**config.mk**
```make
export PLATFORM = sky130hd
export DESIGN_NAME = rr_onehot_arbiter
export DESIGN_NICKNAME = d
export VERILOG_FILES = /design/src/rtl/rr_onehot_arbiter.sv
export SDC_FILE = /design/constraint.sdc
export NUM_CORES = 1
export LEC_CHECK = 0
export ABC_AREA = 1
export CAP_MARGIN = 20
export CORE_MARGIN = 8
export CORE_UTILIZATION = 40
export CTS_BUF_LIST = sky130_fd_sc_hd__clkbuf_8
export DETAILED_ROUTE_END_ITERATION = 8
export PLACE_DENSITY_LB_ADDON = 0.25
export SYNTH_ARGS = -nofsm -noshare
export SYNTH_HDL_FRONTEND = slang
export SYNTH_SLANG_ARGS = --single-unit
```
**constraint.sdc**
```tcl
create_clock -name clk -period 2.9 [get_ports clk]
set_input_delay 0.58 -clock clk [delete_from_list [all_inputs] [get_ports clk]]
set_output_delay 0.58 -clock clk [all_outputs]
set_load 0.03 [all_outputs]
```
**src/rtl/rr_onehot_arbiter.sv**
```systemverilog
// rr_onehot_arbiter: registered round-robin arbiter with a one-hot grant,
// a binary grant index and ack-based grant hold.
// Optional macro RR_ONEHOT_CHECK_EN builds a sticky grant-encoding checker
// that drives err; without it err is tied low.
module rr_onehot_arbiter #(
  parameter int NUM_REQ = 8,
  parameter int IDX_W   = $clog2(NUM_REQ)
) (
  input  logic               clk,
  input  logic               resetn,
  input  logic [NUM_REQ-1:0] req,
  input  logic               ack,
  output logic [NUM_REQ-1:0] gnt,
  output logic               gnt_valid,
  output logic [IDX_W-1:0]   gnt_idx,
  output logic               err
);

  typedef enum logic {
    IDLE  = 1'b0,
    GRANT = 1'b1
  } state_t;

  state_t             state_reg, state_next;
  logic [NUM_REQ-1:0] gnt_reg, gnt_next;
  logic [IDX_W-1:0]   idx_reg, idx_next;
  logic [IDX_W-1:0]   last_reg, last_next;

  // Search base: an ack'd grant becomes the new lowest-priority requester
  // in the same cycle, so back-to-back arbitration sees the updated pointer.
  logic [IDX_W-1:0]   search_base;
  logic               win_valid;
  logic [IDX_W-1:0]   win_idx;
  logic [NUM_REQ-1:0] win_onehot;
  logic               served;

  assign served      = (state_reg == GRANT) && ack;
  assign search_base = served ? idx_reg : last_reg;

  // Round-robin search: scan base+1 .. base (wrapping); the nearest set
  // request wins, so iterate farthest-first and let closer hits overwrite.
  always_comb begin
    win_valid = 1'b0;
    win_idx   = '0;
    for (int k = NUM_REQ; k >= 1; k--) begin
      int c;
      c = int'(search_base) + k;
      if (c >= NUM_REQ) c = c - NUM_REQ;
      if (req[c]) begin
        win_valid = 1'b1;
        win_idx   = IDX_W'(c);
      end
    end
  end

  // Decode the winning index into the one-hot grant pattern.
  generate
    for (genvar gi = 0; gi < NUM_REQ; gi++) begin : g_onehot
      assign win_onehot[gi] = win_valid && (win_idx == IDX_W'(gi));
    end
  endgenerate

  // Next-state logic: arbitrate from IDLE on any request, or from GRANT on ack.
  always_comb begin
    state_next = state_reg;
    gnt_next   = gnt_reg;
    idx_next   = idx_reg;
    last_next  = last_reg;
    if (served) begin
      last_next = idx_reg;
    end
    if (((state_reg == IDLE) && (|req)) || served) begin
      if (win_valid) begin
        state_next = GRANT;
        gnt_next   = win_onehot;
        idx_next   = win_idx;
      end else begin
        state_next = IDLE;
        gnt_next   = '0;
      end
    end
  end

  // State and output registers; reset restarts priority at requester 0.
  always_ff @(posedge clk or negedge resetn) begin
    if (!resetn) begin
      state_reg <= IDLE;
      gnt_reg   <= '0;
      idx_reg   <= '0;
      last_reg  <= IDX_W'(NUM_REQ - 1);
    end else begin
      state_reg <= state_next;
      gnt_reg   <= gnt_next;
      idx_reg   <= idx_next;
      last_reg  <= last_next;
    end
  end

  assign gnt       = gnt_reg;
  assign gnt_valid = (state_reg == GRANT);
  assign gnt_idx   = idx_reg;

`ifdef RR_ONEHOT_CHECK_EN
  logic err_reg;
  logic enc_bad;

  // Flag a grant that is not one-hot while valid, or non-zero while idle.
  always_comb begin
    int ones;
    ones = 0;
    for (int i = 0; i < NUM_REQ; i++) begin
      ones = ones + int'(gnt_reg[i]);
    end
    enc_bad = gnt_valid ? (ones != 1) : (ones != 0);
  end

  // Sticky error flag, cleared only by reset.
  always_ff @(posedge clk or negedge resetn) begin
    if (!resetn) begin
      err_reg <= 1'b0;
    end else if (enc_bad) begin
      err_reg <= 1'b1;
    end
  end

  assign err = err_reg;
`else
  assign err = 1'b0;
`endif

endmodule

```
* Yosys cells after proc, flatten, opt, wreduce, memory -nomap -nowiden
Index checks and enable logic that the tools add are counted.
** Storage, ports and cells
- Input bits :: 11
- Output and inout port bits :: 13
- Logic and storage cells :: 109
- Register bits after elaboration :: 15
** Operators by class
- Bitwise gates (word level) :: 1
- Equality and inequality tests :: 7
- Multiplexer cells :: 51
- Reductions and logical operators :: 14
- $lt $le $gt $ge :: 16
- Add/sub/neg operators :: 16
** Operators by type and width (number)
- $lt A32 B5 Y1 const B :: 8
- $mux W32 :: 8
- $sub A4 B4 Y5 const B :: 7
- $ge A4 B4 Y1 const B :: 7
- $mux W3 :: 9
- $mux W1 :: 25
- $bmux W1 S3 :: 8
- $add A3 B3 Y4 const B :: 4
- $eq A3 B3 Y1 const B :: 4
- $logic_and A1 B1 Y1 :: 10
- $add A3 B2 Y4 const B :: 2
- $mux W8 :: 1
- $reduce_or A8 Y1 :: 1
- $eq A3 B2 Y1 const B :: 2
- $sub A5 B4 Y6 const B :: 1
- $add A3 B4 Y5 const B :: 1
- $ge A5 B4 Y1 const B :: 1
- $add A3 B1 Y4 const B :: 1
- $eq A3 B1 Y1 const B :: 1
- $logic_not A3 Y1 :: 1
- $reduce_and A2 Y1 :: 1
- $logic_or A1 B1 Y1 :: 1
- $not A1 Y1 :: 1

* Depth between registers and ports, before layout
Gate-level depths: netlist of the first run.
- Depth in word-level cells :: 19
- Mapped depth :: 21
- Mapped depth without buffers :: 20

* Worst setup path before layout of the first run
No wires, ideal clock.
- Kind :: reg2reg
- Start :: register state_reg, in the netlist gnt_valid
- End :: register gnt_reg[3], in the netlist gnt[3]
- Slack :: 390 ps
- Clock period less this slack :: 2510 ps
- Arrival :: 2394 ps
- Cell stages (with the launch flop) :: 19
- Required time :: 2783 ps
- Buffers on the path :: 1
- Library setup time :: 117 ps
- Cell sequence :: dfrtp_1 -> nand2_4 -> nand2_1 -> nand2_1 -> buf_2 -> ha_1 -> inv_1 -> nand2_1 -> and2_1 -> nand2_2 -> nand2_2 -> nor2_2 -> nand4_2 -> nand2_2 -> a21oi_2 -> nand2_2 -> inv_2 -> nand2_1 -> nand2_1
** Between the ends
- Longest elaborated chain between the ends :: 19
- Elaborated cells on any way between the ends :: 80
- Those cells by class :: add/sub: 16; order compare: 8; eq/ne: 1; mux: 50; bitwise: 1; reduce/logical: 4
** Ends and longest elaborated chain
- start, declared :: line 24 : state_t state_reg, state_next;
- start signal, assigned :: line 92 : state_reg <= state_next;
- $logic_and A1 B1 Y1 :: line 37 : assign served = (state_reg == GRANT) && ack;
- $mux W3
- $add A3 B4 Y5 :: line 47 : c = int'(search_base) + k;
- $sub A5 B4 Y6 or $ge A5 B4 Y1 (tied branches) :: line 48 : if (c >= NUM_REQ) c = c - NUM_REQ;
- $mux W32 :: line 48
- $bmux W1 S3 :: line 49 : if (req[c]) begin
- $mux W1 (not written as such) (2 in series) :: line 49
- $mux W3 (8 in series) :: line 49
- $eq A3 B2 Y1 :: line 59 : assign win_onehot[gi] = win_valid && (win_idx == IDX_W'(gi));
- $logic_and A1 B1 Y1 :: line 59
- $mux W8 :: line 73 : if (win_valid) begin
- end signal, assigned :: line 93 : gnt_reg <= gnt_next;
- end, declared :: line 25 : logic [NUM_REQ-1:0] gnt_reg, gnt_next;
Parallel ways exist; a longest one is shown, timed or not. The select of a mux whose other input is x is not followed.
A chain may end at the register's enable or synchronous reset.

* Final worst setup path of the first run
- Start :: input port ack
- End :: register gnt_reg[3], in the netlist gnt[3]
** Between the ends
- Longest elaborated chain between the ends :: 19
- Elaborated cells on any way between the ends :: 78
- Those cells by class :: add/sub: 16; order compare: 8; eq/ne: 1; mux: 50; reduce/logical: 3
** Ends and longest elaborated chain
- start, declared :: line 12 : input logic ack,
- $logic_and A1 B1 Y1 * :: line 37
- $mux W3
- $add A3 B4 Y5 :: line 47
- $sub A5 B4 Y6 or $ge A5 B4 Y1 (tied branches) :: line 48
- $mux W32 :: line 48
- $bmux W1 S3 :: line 49
- $mux W1 (not written as such) (2 in series) :: line 49
- $mux W3 (8 in series) :: line 49
- $eq A3 B2 Y1 :: line 59
- $logic_and A1 B1 Y1 :: line 59
- $mux W8 :: line 73
Mark *: on every way between the ends. The rest lies on a longest branch, timed or not. The select of a mux whose other input is x is not followed.

==> results.yml, run 1 <==
final_layout:
  largest_register_ffs: 8
  syn_to_final_growth_pct: 34.41
  fill_cells: 375
  nets: 317
  n_antenna_cell: 0
  drive_gt1_share_pct: 21.12
  layout_commonest_cell: "nand2_1"
  final_cell_mix: "nand2_1 (114), inv_1 (33), nand3_1 (30)"
grt:
  grt_use_total_pct: 13.32
  first_global_vias: 1626
  grt_overflow_total: 0
  antenna_found_initial: 0
  grt_first_pass_wirelength_um: 6886
  grt_max_degree: 16
logic_synthesis:
  synth_seq_area_share_pct: 25.19
  synth_area_leaders: "nand2_1 (29%), dfrtp_1 (20%), nand3_1 (10%)"
  synth.cell_area_um2: 1505
  synthDistinctLibCells: 28
  syn_area_per_cell_um2: 5.926
  syn_nets: 267
  netlist_instances: 254
  yosysTopAreaCell: "nand2_1"
  synth_top_area_share_pct: 28.68
  ys_seq_elements: 15
  yosysWarnings: 0
place:
  hpwlAfterDp_um: 3292
  io_buffers: 22
  preCtsSetupSlack_ns: -0.1305
  finalWeightedCongestion: 0.9056
critical_path:
  startpoint_type: "input pin"
  rr_startpoint: "gnt_valid"
  setup.worst_path.class: "in -> reg"
  path_common_cell: "nand2_1"
  r2r_cells: 19
  cp_top_family: "simple AND/OR/NAND/NOR gates"
  required_ns: 3.04
  critPathBufInv: 6
  max_stage_delay_ns: 0.34
  startpoint: "ack"
  cp_num_cells: 20
  critPathCaptureType: "flip-flop"
  cp_cell_sequence: "dlymetal6s2s_1 -> buf_4 -> nand3_1 -> nand2_1 -> ha_1 -> inv_1 -> nand2_1 -> nand3_1 -> buf_4 -> nand2_1 -> inv_1 -> nand2_1 -> nand2_1 -> nand2_1 -> nand2_1 -> nand3_1 -> nand2_2 -> inv_2 -> nand2_1 -> nand2_1"
  worstSetupEndpoint: "gnt[3]"
  r2r_slack_ns: 0.55
  crit_fanout: 4
  cp_data_arrival_time_ns: 2.55
  r2r-end: "gnt[3]"
  crit_slowest_cell: "ha_1"
route:
  ant_nets: 0
  drtIter0Drc: 42
  via_per_inst: 4.749
  routedWlPerCell_um: 11.15
  dr_total_vias: 1667
  first_pass_iters: 4
  drc: 0
  wirelength_um: 3913
sta:
  layout_min_cycle_time_ns: 2.409
  postLayoutSetupSlackWorst_ns: 0.4910
  tightest_slew_ns: 0.6446
  finalHoldViolCount: 0
  max_freq_mhz: 415.1
  setup_violations: 0
  relSlewSlack_pct: 56.89
  finClkSkew_ns: 0.001982
  rsz0062_at_grt: "no"
  setup_tns_ns: 0
  finalCritPeriodShare_pct: 83.07
  slew_viol_final: 0
clocking:
  clk_pin_slew_worst_paths_ns: 0.06
  insertion_delay_ns: 0.24
  clock-sinks: 15
  clock_tree.root_cell: "clkbuf_8"
  cts-htree-levels: 1
  clockBufferDepth: 2
  cts_buffers: 3
  cts_tree: "built"
floorplanning:
  fp.dieW_um: 77.35
  rows: 22
  dieArea_um2: 5982
  coreArea_um2: 3633
  fp.dieH_um: 77.35
  start_util_pct: 41.43
  pin_count: 24
flow_run:
  drv_cap: 0
run_status:
  outcome: "finished clean"
min_path:
  hp-class: "reg -> reg"
[Yosys cell counts]
library cell    n
buf_4           1
o21ai_0         3
o21ai_1         2
a21oi_1         3
a21oi_2         2
nand2_2        10
o21ai_4         1
nor2_1          8
nand4_2         1
a211oi_1        1
o21ai_2         1
nor4_1          2
ha_1            2
o21bai_1        5
dfrtp_1        12
nand3_2         5
buf_6           1
nand2_4         2
nor2_2          3
inv_2           3
inv_1          33
buf_2           2
dfstp_2         3
nand3_1        30
and2_1          1
conb_1          1
nand2_1       115
and2_4          1
[final cells by class]
class / instances / area (um2) / share of cell area [%]
well taps: 48 / 60.06 / 2.968
repair buffers: 49 / 437.9 / 21.65
clock inverters: 1 / 5.005 / 0.2474
clock buffers: 3 / 41.29 / 2.041
inverters: 36 / 135.1 / 6.679
multi-input cells: 199 / 964.7 / 47.68
flip-flops and latches: 15 / 379.1 / 18.74
[cells by family (layout without fill, tap and decap cells)]
group / after synthesis / after routing / share of synthesized area, %
simple gates: 178 / 178 / 53.53
buf+inv: 40 / 89 / 10.89
compound gates: 18 / 18 / 8.479
flops: 15 / 15 / 25.19
fa+ha+maj: 2 / 2 / 1.662
other cells: 1 / 1 / 0.2491
[worst reg2reg max path: stages (launching register included)]
cell	delay, ns
dfrtp_1	0.49
nand2_4	0.13
nand2_1	0.08
nand2_1	0.07
ha_1	0.34
inv_1	0.11
nand2_1	0.07
nand3_1	0.11
buf_4	0.12
nand2_1	0.05
inv_1	0.05
nand2_1	0.05
nand2_1	0.05
nand2_1	0.05
nand2_1	0.11
nand3_1	0.10
nand2_2	0.13
inv_2	0.05
nand2_1	0.06
nand2_1	0.04
[routing by layer]
layer / wire length, um / up-vias / track usage [%]
met3: 163 / 2 / 1.498
met4: 35 / 0 / 4.906
met5: 0 / - / 0
met1: 1870 / 754 / 15.99
met2: 1844 / 28 / 23.76
li1: - / 883 / -
[metrics by stage]
step	util (%)	hold slack (ns)	instance area [um2]	cells
2_1_floorplan	-	0.2844	1505	254
3_3_place_gp	54.27	0.4642	1972	347
3_5_place_dp	54.27	0.4661	1972	347
4_1_cts	55.54	0.4835	2018	351
5_1_grt	55.68	0.5054	2023	351
6_report	55.68	0.4792	2023	351
[repair_timing]
action	in CTS	in global routing
setup endpoints to repair	0	9
hold endpoints to repair	0	0
buffers inserted	0	0
hold buffers	0	0
resized for setup	0	2
[worst min path at each step]
stage / from / to / slack [ns] / depth (start not counted)
floorplan: resetn / gnt[0] / 0.28 / 0
global placement: gnt[7] / gnt[7] / 0.46 / 2
detailed placement: gnt[7] / gnt[7] / 0.47 / 2
CTS: gnt[7] / gnt[7] / 0.48 / 2
global route: gnt[7] / gnt[7] / 0.51 / 2
finish: gnt[7] / gnt[7] / 0.48 / 2
Power of run 1 is left out: the tool's default activity adds up to more than one toggle a clock period on the data nets, which glitch-free logic cannot reach.
==> run 2: changes to the inputs <==
==> constraint.sdc (replaced) <==
create_clock -name clk -period 2.15 [get_ports clk]
set_input_delay 0.43 -clock clk [delete_from_list [all_inputs] [get_ports clk]]
set_output_delay 0.43 -clock clk [all_outputs]
set_load 0.03 [all_outputs]
==> results.yml, run 2 (synthesized netlist as in run 1, its figures left out) <==
sta:
  slew_viol_final: 0
  finalCritPeriodShare_pct: 104.9
  setup_violations: 11
  setup_tns_ns: -0.8908
  layout_min_cycle_time_ns: 2.255
  holdWs_ns: 0.4743
  postLayoutSetupSlackWorst_ns: -0.1053
  tightest_slew_ns: 0.7079
  max_freq_mhz: 443.4
  rsz0062_at_grt: "yes"
  relSlewSlack_pct: 52.66
  finClkSkew_ns: 0.004837
  finalHoldViolCount: 0
critical_path:
  crit_fanout: 6
  cp_cell_sequence: "inv_1 -> nand2_1 -> nand2_2 -> buf_6 -> nand2_1 -> nand2_2 -> nand2_2 -> nand3_4 -> buf_4 -> nand3_1 -> nand2_1 -> nand2_1 -> nand2_1 -> nand2_1 -> nand2_1 -> nand2_4 -> nand3_2 -> o21ai_1"
  required_ns: 2.33
  setup.worst_path.class: "reg -> reg"
  rr_startpoint: "last_reg[0]"
  critPathBufInv: 3
  cp_top_family: "simple AND/OR/NAND/NOR gates"
  path_common_cell: "nand2_1"
  max_stage_delay_ns: 0.56
  r2r_slack_ns: -0.11
  worstSetupEndpoint: "gnt[6]"
  critPathCaptureType: "flip-flop"
  startpoint: "last_reg[0]"
  cp_num_cells: 18
  r2r-end: "gnt[6]"
  startpoint_type: "flip-flop"
  r2r_cells: 18
  crit_slowest_cell: "dfstp_2"
  cp_data_arrival_time_ns: 2.43
final_layout:
  final_cell_mix: "nand2_1 (76), buf_4 (42), nand2_2 (34)"
  nets: 339
  n_antenna_cell: 0
  register_area_um2: 380.4
  largest_register_ffs: 8
  drive_gt1_share_pct: 44.31
  fill_cells: 302
  final_core_util_pct: 68.63
  layout_commonest_cell: "nand2_1"
  multiInputGateArea_um2: 1266
  syn_to_final_growth_pct: 65.67
floorplanning:
  pin_count: 24
  rows: 22
  start_util_pct: 41.43
  dieArea_um2: 5982
  fp.dieH_um: 77.35
  coreArea_um2: 3633
  fp.dieW_um: 77.35
route:
  first_pass_iters: 4
  wirelength_um: 5066
  drc: 0
  ant_nets: 0
  dr_total_vias: 1860
  via_per_inst: 4.987
  drtIter0Drc: 96
  routedWlPerCell_um: 13.58
grt:
  grt_use_total_pct: 15.64
  grt_first_pass_wirelength_um: 7976
  grt_max_degree: 16
  first_global_vias: 1792
  antenna_found_initial: 0
  grt_overflow_total: 0
min_path:
  hp-class: "in -> reg"
clocking:
  cts_tree: "built"
  insertion_delay_ns: 0.25
  clockBufferDepth: 2
  cts_buffers: 3
  cts-htree-levels: 1
  cts_hold_buffers: 0
  clk_pin_slew_worst_paths_ns: 0.07
  clock_tree.root_cell: "clkbuf_8"
  clock-sinks: 15
run_status:
  outcome: "finished with violations"
  failed_checks: "setup timing"
place:
  io_buffers: 22
  finalWeightedCongestion: 0.9067
  hpwlAfterDp_um: 3431
flow_run:
  drv_cap: 0
## run 2: changes by cell type in the layout (fill, tap and decap cells not counted), sizes merged
cell,change
buf,+23
dlymetal6s2s,-1
## run 2: what timing repair did
action                                  4_1_cts  5_1_grt
endpoints found under the setup margin       12       12
cloned                                        0        1
resized for setup                            44       30
setup buffers                                 9        6
pin swaps                                    16       19
## run 2: area by class of cell
class | count | share of cell area [%]
Tap cell | 48 | 2.408
Timing Repair Buffer | 71 | 24.18
Sequential cell | 15 | 15.25
Clock buffer | 3 | 1.656
Inverter | 36 | 5.519
Multi-Input combinational cell | 199 | 50.78
Clock inverter | 1 | 0.2007
## run 2: per-layer routing
metal | track usage, % | wire (um) | share of wire (%)
met4 | 5.283 | 111 | 2.2
met2 | 27.89 | 2618 | 52
met3 | 1.843 | 161 | 3.2
met5 | 0 | 0 | 0
met1 | 18.90 | 2175 | 43
## run 2: worst register-to-register path: stages, from the launching register on
cell and delay, ns:
dfstp_2 0.56, inv_1 0.05, nand2_1 0.07, nand2_2 0.08, buf_6 0.14, nand2_1 0.09
nand2_2 0.10, nand2_2 0.11, nand3_4 0.10, buf_4 0.15, nand3_1 0.07, nand2_1 0.06
nand2_1 0.06, nand2_1 0.05, nand2_1 0.05, nand2_1 0.08, nand2_4 0.13, nand3_2 0.10
o21ai_1 0.12
## run 2: how the worst min path moves through the flow
stage,start,to,slack (ns),cells after the start
floorplan,resetn,gnt[0],0.13,0
global placement,gnt[7],gnt[7],0.46,2
detailed placement,gnt[3],gnt[3],0.46,2
CTS,ack,gnt_valid,0.47,2
global route,gnt[3],gnt[3],0.50,2
finish,ack,gnt_valid,0.47,2
## run 2: stage by stage
step	setup WS, ns	cells	cell area, um2
after CTS	-0.01261	366	2315
after floorplan	-0.07666	254	1577
after global routing	-0.2459	373	2494
final	-0.1053	373	2494
after detailed placement	-0.7425	353	2063
after global placement	-0.7162	353	2063
Power of run 2 is left out for the same reason.
